**config.mk**
```make
export PLATFORM = sky130hd
export DESIGN_NAME = cond_unit
export DESIGN_NICKNAME = d
export VERILOG_FILES = /design/src/rtl/cond_unit.sv
export SDC_FILE = /design/constraint.sdc
export NUM_CORES = 1
export LEC_CHECK = 0
export CAP_MARGIN = 20
export CORE_UTILIZATION = 43
export CTS_CLUSTER_DIAMETER = 60
export DETAILED_ROUTE_END_ITERATION = 10
export HOLD_SLACK_MARGIN = 0.05
export PLACE_DENSITY = 0.78
export SLEW_MARGIN = 15
export SYNTH_ARGS = -nofsm -noshare
export SYNTH_HDL_FRONTEND = slang
export SYNTH_SLANG_ARGS = --single-unit
```
**constraint.sdc**
```tcl
create_clock -name clk -period 1.87 [get_ports clk]
set_input_delay 0.2805 -clock clk [delete_from_list [all_inputs] [get_ports clk]]
set_output_delay 0.2805 -clock clk [all_outputs]
set_load 0.05 [all_outputs]
```
**src/rtl/cond_unit.sv**
```systemverilog
// Execute-stage condition/flag unit: holds the NZCV register, evaluates the
// instruction condition, gates write/branch controls into the M stage and
// squashes the wrong-path slots that follow a taken branch.
//
// Ports:
//   clk, reset      clock and synchronous active-high reset
//   Valid, Stall    real instruction present / pipeline hold
//   Cond            4-bit condition field
//   ALUFlags        NZCV from the ALU ([3]=N [2]=Z [1]=C [0]=V)
//   FlagW           [1] loads N,Z ; [0] loads C,V
//   PCS, RegW, MemW branch / register-write / memory-write requests
//   NoWrite         compare-type op, suppresses the register write
//   Flags           architectural NZCV register
//   CondEx, Squash  combinational execute / wrong-path indications
//   PCSrcM, RegWriteM, MemWriteM  registered gated controls
module cond_unit #(
    parameter int unsigned SHADOW_LEN = 2
) (
    input  logic       clk,
    input  logic       reset,
    input  logic       Valid,
    input  logic       Stall,
    input  logic [3:0] Cond,
    input  logic [3:0] ALUFlags,
    input  logic [1:0] FlagW,
    input  logic       PCS,
    input  logic       RegW,
    input  logic       MemW,
    input  logic       NoWrite,
    output logic [3:0] Flags,
    output logic       CondEx,
    output logic       Squash,
    output logic       PCSrcM,
    output logic       RegWriteM,
    output logic       MemWriteM
);

    localparam int unsigned CW         = 3;
    localparam bit          HAS_SHADOW = (SHADOW_LEN != 0);

    typedef enum logic [0:0] {
        RUN    = 1'b0,
        SHADOW = 1'b1
    } state_t;

    state_t          state;
    state_t          state_nxt;
    logic [CW-1:0]   cnt;
    logic [CW-1:0]   cnt_nxt;
    logic            condpass;
    logic            flag_n;
    logic            flag_z;
    logic            flag_c;
    logic            flag_v;
    logic            taken;

    assign flag_n = Flags[3];
    assign flag_z = Flags[2];
    assign flag_c = Flags[1];
    assign flag_v = Flags[0];

    // Condition field decode against the flags left by prior instructions.
    always_comb begin
        condpass = 1'b0;
        unique case (Cond)
            4'b0000: condpass = flag_z;
            4'b0001: condpass = !flag_z;
            4'b0010: condpass = flag_c;
            4'b0011: condpass = !flag_c;
            4'b0100: condpass = flag_n;
            4'b0101: condpass = !flag_n;
            4'b0110: condpass = flag_v;
            4'b0111: condpass = !flag_v;
            4'b1000: condpass = flag_c && !flag_z;
            4'b1001: condpass = !flag_c || flag_z;
            4'b1010: condpass = (flag_n == flag_v);
            4'b1011: condpass = (flag_n != flag_v);
            4'b1100: condpass = !flag_z && (flag_n == flag_v);
            4'b1101: condpass = flag_z || (flag_n != flag_v);
            4'b1110: condpass = 1'b1;
            4'b1111: condpass = 1'b0;
            default: condpass = 1'b0;
        endcase
    end

    // Squash FSM state register; stall freezes state and counter.
    always_ff @(posedge clk) begin
        if (reset) begin
            state <= RUN;
            cnt   <= '0;
        end else if (!Stall) begin
            state <= state_nxt;
            cnt   <= cnt_nxt;
        end
    end

    // Squash FSM next-state logic.
    always_comb begin
        state_nxt = state;
        cnt_nxt   = cnt;
        unique case (state)
            RUN: begin
                if (taken && HAS_SHADOW) begin
                    state_nxt = SHADOW;
                    cnt_nxt   = CW'(SHADOW_LEN);
                end
            end
            SHADOW: begin
                // Counts slots, not instructions: bubbles are consumed too.
                if (cnt <= CW'(1)) begin
                    state_nxt = RUN;
                    cnt_nxt   = '0;
                end else begin
                    cnt_nxt = cnt - CW'(1);
                end
            end
            default: begin
                state_nxt = RUN;
                cnt_nxt   = '0;
            end
        endcase
    end

    // Squash FSM outputs and execute qualification.
    always_comb begin
        Squash = (state == SHADOW);
        CondEx = Valid && condpass && !Squash;
        taken  = !Stall && CondEx && PCS;
    end

    // Flag register and M-stage controls.
    always_ff @(posedge clk) begin
        if (reset) begin
            Flags     <= 4'b0000;
            PCSrcM    <= 1'b0;
            RegWriteM <= 1'b0;
            MemWriteM <= 1'b0;
        end else if (!Stall) begin
            if (CondEx && FlagW[1]) Flags[3:2] <= ALUFlags[3:2];
            if (CondEx && FlagW[0]) Flags[1:0] <= ALUFlags[1:0];
            PCSrcM    <= CondEx && PCS;
            RegWriteM <= CondEx && RegW && !NoWrite;
            MemWriteM <= CondEx && MemW;
        end
    end

endmodule

```
# Yosys cells after proc, flatten, opt, wreduce, memory -nomap -nowiden
# Cells that the tools add are included.
[totals] mem_bits_ro=0 ram_bits=0 memories=0 latch_bits=0 inputBits=18 ff_bits=11
[classes] n_addsub=1 n_mul=0 order_cmp=1 n_reduce_logical=25 n_eq_ne=18 shifts=0 div_mod_pow=0 mux=7 n_bitwise=2
[ops] cell="equality test 4 bit (second input constant)" count=8
[ops] cell="equality test 4 x 3 -> 1 bit (second input constant)" count=4
[ops] cell="one-hot mux 1 bit (16 select lines)" count=1
[ops] cell="logical AND 1 bit" count=12
[ops] cell="equality test 4 x 2 -> 1 bit (second input constant)" count=2
[ops] cell="logical NOT 1 bit" count=7
[ops] cell="2-to-1 mux 3 bit" count=2
[ops] cell="one-hot mux 3 bit (2 select lines)" count=1
[ops] cell="AND reduction 2 bit" count=3
[ops] cell="equality test 4 x 1 -> 1 bit (second input constant)" count=1
[ops] cell="logical NOT 4 bit" count=1
[ops] cell="less-or-equal comparator 3 x 1 -> 1 bit (second input constant)" count=1
[ops] cell="subtractor 3 x 1 -> 3 bit (second input constant)" count=1
[ops] cell="logical OR 1 bit" count=2
[ops] cell="2-to-1 mux 1 bit" count=2
[ops] cell="inequality test 2 bit (second input constant)" count=1
[ops] cell="inverter 1 bit" count=2
[ops] cell="one-hot mux 1 bit (2 select lines)" count=1
[ops] cell="equality test 1 bit" count=1
[ops] cell="inequality test 1 bit" count=1

# Logic depth before layout (Yosys ltp)
[depth] word_depth=9 mapped_depth=6

# Worst setup path after synthesis
# No wires, ideal clock.
[synth_timing] kind="reg2out" start="reg Flags[0]" end="out CondEx" required_time_ps=1590 path_buffers=0 t_arrival_ps=1824 slack_ps=-235 stages_incl_launch_ff=6 path_cell_list="dfxtp_1 mux4_2 nor2_2 a21oi_4 mux2i_2 inv_1"
[synth_via] elab_chain_cells=5
[synth_lines] item="from (decl)" line_no="30" rtl="output logic [3:0] Flags,"
[synth_lines] item="from (signal assigned)" line_no="140" rtl="if (CondEx && FlagW[0]) Flags[1:0] <= ALUFlags[1:0];"
[synth_lines] item="inequality test 1 bit or equality test 1 bit (tied branches)"
[synth_lines] item="logical OR 1 bit or logical AND 1 bit (tied branches)" line_no="79, 78"
[synth_lines] item="one-hot mux 1 bit (16 select lines) (*)" line_no="65" rtl="unique case (Cond)"
[synth_lines] item="logical AND 1 bit (*) (2 in a row)" line_no="127" rtl="CondEx = Valid && condpass && !Squash;"
[synth_lines] item="to (decl)" line_no="31" rtl="output logic CondEx,"
# Every way passes the cells marked *; elsewhere a longest branch is shown, timed or not.

# Worst setup path after layout
[layout_timing] start="in Cond[1]" end="out CondEx"
[layout_via] elab_chain_cells=4
[layout_lines] item="from (decl)" line_no="23" rtl="input logic [3:0] Cond,"
[layout_lines] item="equality test 4 bit, or another cell as far along" line_no="65"
[layout_lines] item="one-hot mux 1 bit (16 select lines) (*)" line_no="65"
[layout_lines] item="logical AND 1 bit (*) (2 in a row)" line_no="127"
# Marked as above.

==> metrics.md <==
| Metric | Value |
|---|---|
| Via/cell ratio | `5.40` |
| Crit-path cells | `dlygate4sd2_1 -> buf_4 -> xnor2_1 -> o22ai_2 -> a21oi_4 -> mux2i_4 -> inv_2 -> buf_12` |
| Clock buffer depth | `2` |
| First-pass GRT wire length | `a little over 3 mm` |
| Area growth syn-to-layout | `63.9%` |
| Post-Route Utilization | `0.783` |
| Post-synth EDFFs | `0` |
| I/O pin total | `27` |
| Final period util | `1.06` |
| Peak VDD IR | `about 0.34 mV` |
| Post-Syn Nets | `106` |
| Register area share after synthesis | `0.296` |
| Leak Pwr | `0.000455 µW` |
| FF-to-FF End | `Flags[1]` |
| Yosys reg bits | `11` |
| Initial antenna violation count | `0` |
| Die span in x | `43.6 µm` |
| CP Buf/Inv Count | `4` |
| Ys flop type | `dfxtp_1` |
| Path depth of the worst reg2reg path | `8` |
| Setup crit end | `CondEx` |
| CP endpoint kind | `output port` |
| Hold Crit Class | `reg2reg` |
| Synth warn | `0` |
| Total grt overflow | `0` |
| Vias in the first global route | `720` |
| Status | `finished, violations left` |
| Syn Std Cell Area | `744 µm²` |
| DP Wirelength | `1.42 mm` |
| Worst-path fanout max | `2` |
| Register area | `~230 µm²` |
| Worst flop-to-flop path startpoint | `Flags[0]` |
| Reg-to-reg slack, setup | `0.01 ns` |
| Reg clk slew, reported paths | `0.07 ns` |
| Die span in y | `43.6 µm` |
| GRT Total Usage | `0.218` |
| Fill cell count | `between 100 and 150` |
| Max Clk Rate | `504 MHz` |
| Final wirelength | `2.00 mm` |
| CTS tree | `yes` |
| Final antenna-violating net count | `0` |
| Cell area power density | `495 nW/µm²` |
| Die area | `1900 µm²` |
| Worst Setup Slack post-DPL | `-0.367 ns` |
| # rows | `14` |
| Min setup slack post-route | `-0.114 ns` |
| Routed len/inst | `13.7 µm` |
| Drt initial violations | `32` |
| DRC Markers | `2` |
| # H-tree levels | `1` |
| Largest net degree at the start of global routing | `12` |
| Multi-input gate area | `542 µm²` |
| Count of input and output buffers | `26` |
| Max incr delay on CP | `0.27 ns` |
| Kind of cell adding the most delay to the critical path | `buffers and inverters` |
| Commonest non-fill, non-tap cell in the layout | `clkdlybuf4s50_1` |
| # setup viols final | `1` |
| RSZ-0062 raised after global routing | `yes` |
| Root buf cell | `clkbuf_4` |
| Layout cells sized above 1 | `0.292` |
| Final RePlAce weighted congestion | `0.779` |
| Syn_area_per_cell | `just under 9 µm²` |
| Req. time, crit path | `1.59 ns` |
| CP arrival | `1.70 ns` |
| Fin. Hold Viols | `0` |
| Initial Util | `0.478` |
| Fin crit period | `1.98 ns` |
| Most frequent cells in the layout | `clkdlybuf4s50_1 (21), buf_4 (17), nand2b_1 (9), dfxtp_1 (7), nand2_1 (7)` |
| Synth top area share | `0.296` |
| Setup CP Type | `in2out` |
| DRT Pass-1 Iters | `7` |
| Sink Count | `11` |
| Cts bufs inserted | `3` |
| Async SR Flop Fraction | `0` |
| Max Cap Viol | `0` |
| Max Slew Vio Count | `0` |
| Crit path depth | `8` |
| Largest cells by area after synthesis | `dfxtp_1 (30%), mux2i_1 (9.4%), nand2b_1 (7.6%)` |
| Clk_lat worst skew | `about 0.27 ns` |
| Gate Count Post-Synth | `86` |
| DR vias | `788` |
| Critical Path Source | `Cond[1]` |
| Type of origin of the critical path | `input pin` |
| Worst rel slew slack | `0.658` |
| Slew of the pin with the lowest slew margin | `0.512 ns` |
| Yosys top cell by area | `dfxtp_1` |
| CP max stage cell | `mux2i_4` |
| Post-Route Skew | `around 0.0053 ns` |
| Synth cell types | `32` |
| Final net count | `151` |
| Failing checks | `DRC, setup timing` |
| Antenna diodes | `0` |
| WHS | `0.486 ns` |
| Core area | `roughly 1600 µm²` |
[where the power goes]
group	switching (µW)	total, µW	internal (µW)
clock	82.7	165	82.5
combinational	89.3	192	103
sequential	5.49	246	241
total	178	604	426
[worst min-delay path by stage]
stage / endpoint / cells past startpoint / from
2_1_floorplan: Flags[0] / 2 / ALUFlags[0]
3_3_place_gp: Flags[2] / 2 / Flags[2]
3_5_place_dp: MemWriteM / 2 / MemWriteM
4_1_cts: MemWriteM / 2 / MemWriteM
5_1_grt: MemWriteM / 2 / MemWriteM
6_report: MemWriteM / 2 / MemWriteM
[synthesized netlist by cell type (3+ instances only)]
| master | count |
|---|---|
| nand2b_1 | 9 |
| inv_1 | 3 |
| o22ai_1 | 4 |
| clkbuf_1 | 3 |
| nand3_1 | 5 |
| nand2_1 | 7 |
| mux2i_1 | 7 |
| dfxtp_1 | 11 |
| nor2_1 | 6 |
[timing repair]
action                     4_1_cts  5_1_grt
gates resized for setup          4        5
setup buffers                    7        1
cloned                           0        0
setup endpoints to repair        2        2
pin swaps                        2        3
hold buffers                     0        0
[logic make-up after synthesis]
kind of cell / share of synthesized area
flip-flops: 0.296
buffers and inverters: 0.0302
multiplexers: 0.143
AO/OA/AOI/OAI: 0.176
adder cells (fa/ha/maj): 0.0336
XOR/XNOR: 0.0235
AND/OR/NAND/NOR: 0.297
[layer usage]
metal	track usage	vias up	routed length, µm
li1	-	397	-
met1	0.289	360	911
met2	0.346	27	950
met3	0.0292	4	110
met4	0.113	0	26
met5	0	-	0
[registers in the layout (all words and copies together), names as in the netlist]
name	flops
MemWriteM	1
Flags	4
Squash	1
PCSrcM	1
RegWriteM	1
cnt	3
[cell type report]
| type | count | share of cell area |
|---|---|---|
| flip-flops and latches | 11 | 0.185 |
| well taps | 16 | 0.0164 |
| multi-input cells | 69 | 0.444 |
| repair buffers | 43 | 0.324 |
| inverters | 3 | 0.00923 |
| clock buffers | 4 | 0.0215 |
[metrics by stage]
stage	cell area [µm²]	setup TNS (ns)	total power [µW]	cells
after floorplan	758	0	341	86
after CTS	1180	-0.147	594	145
final	1220	-0.114	604	146
after global placement	1100	-2.59	421	134
after detailed placement	1100	-3.10	424	134
after global routing	1220	-0.332	634	146
[worst min-delay path: cells and delay by family, from the launching register on]
family	cells	cell delay [ns]
compound gates	1	0.07
flops	1	0.31
simple gates	1	0.06
(Power assumes the default switching activity.)
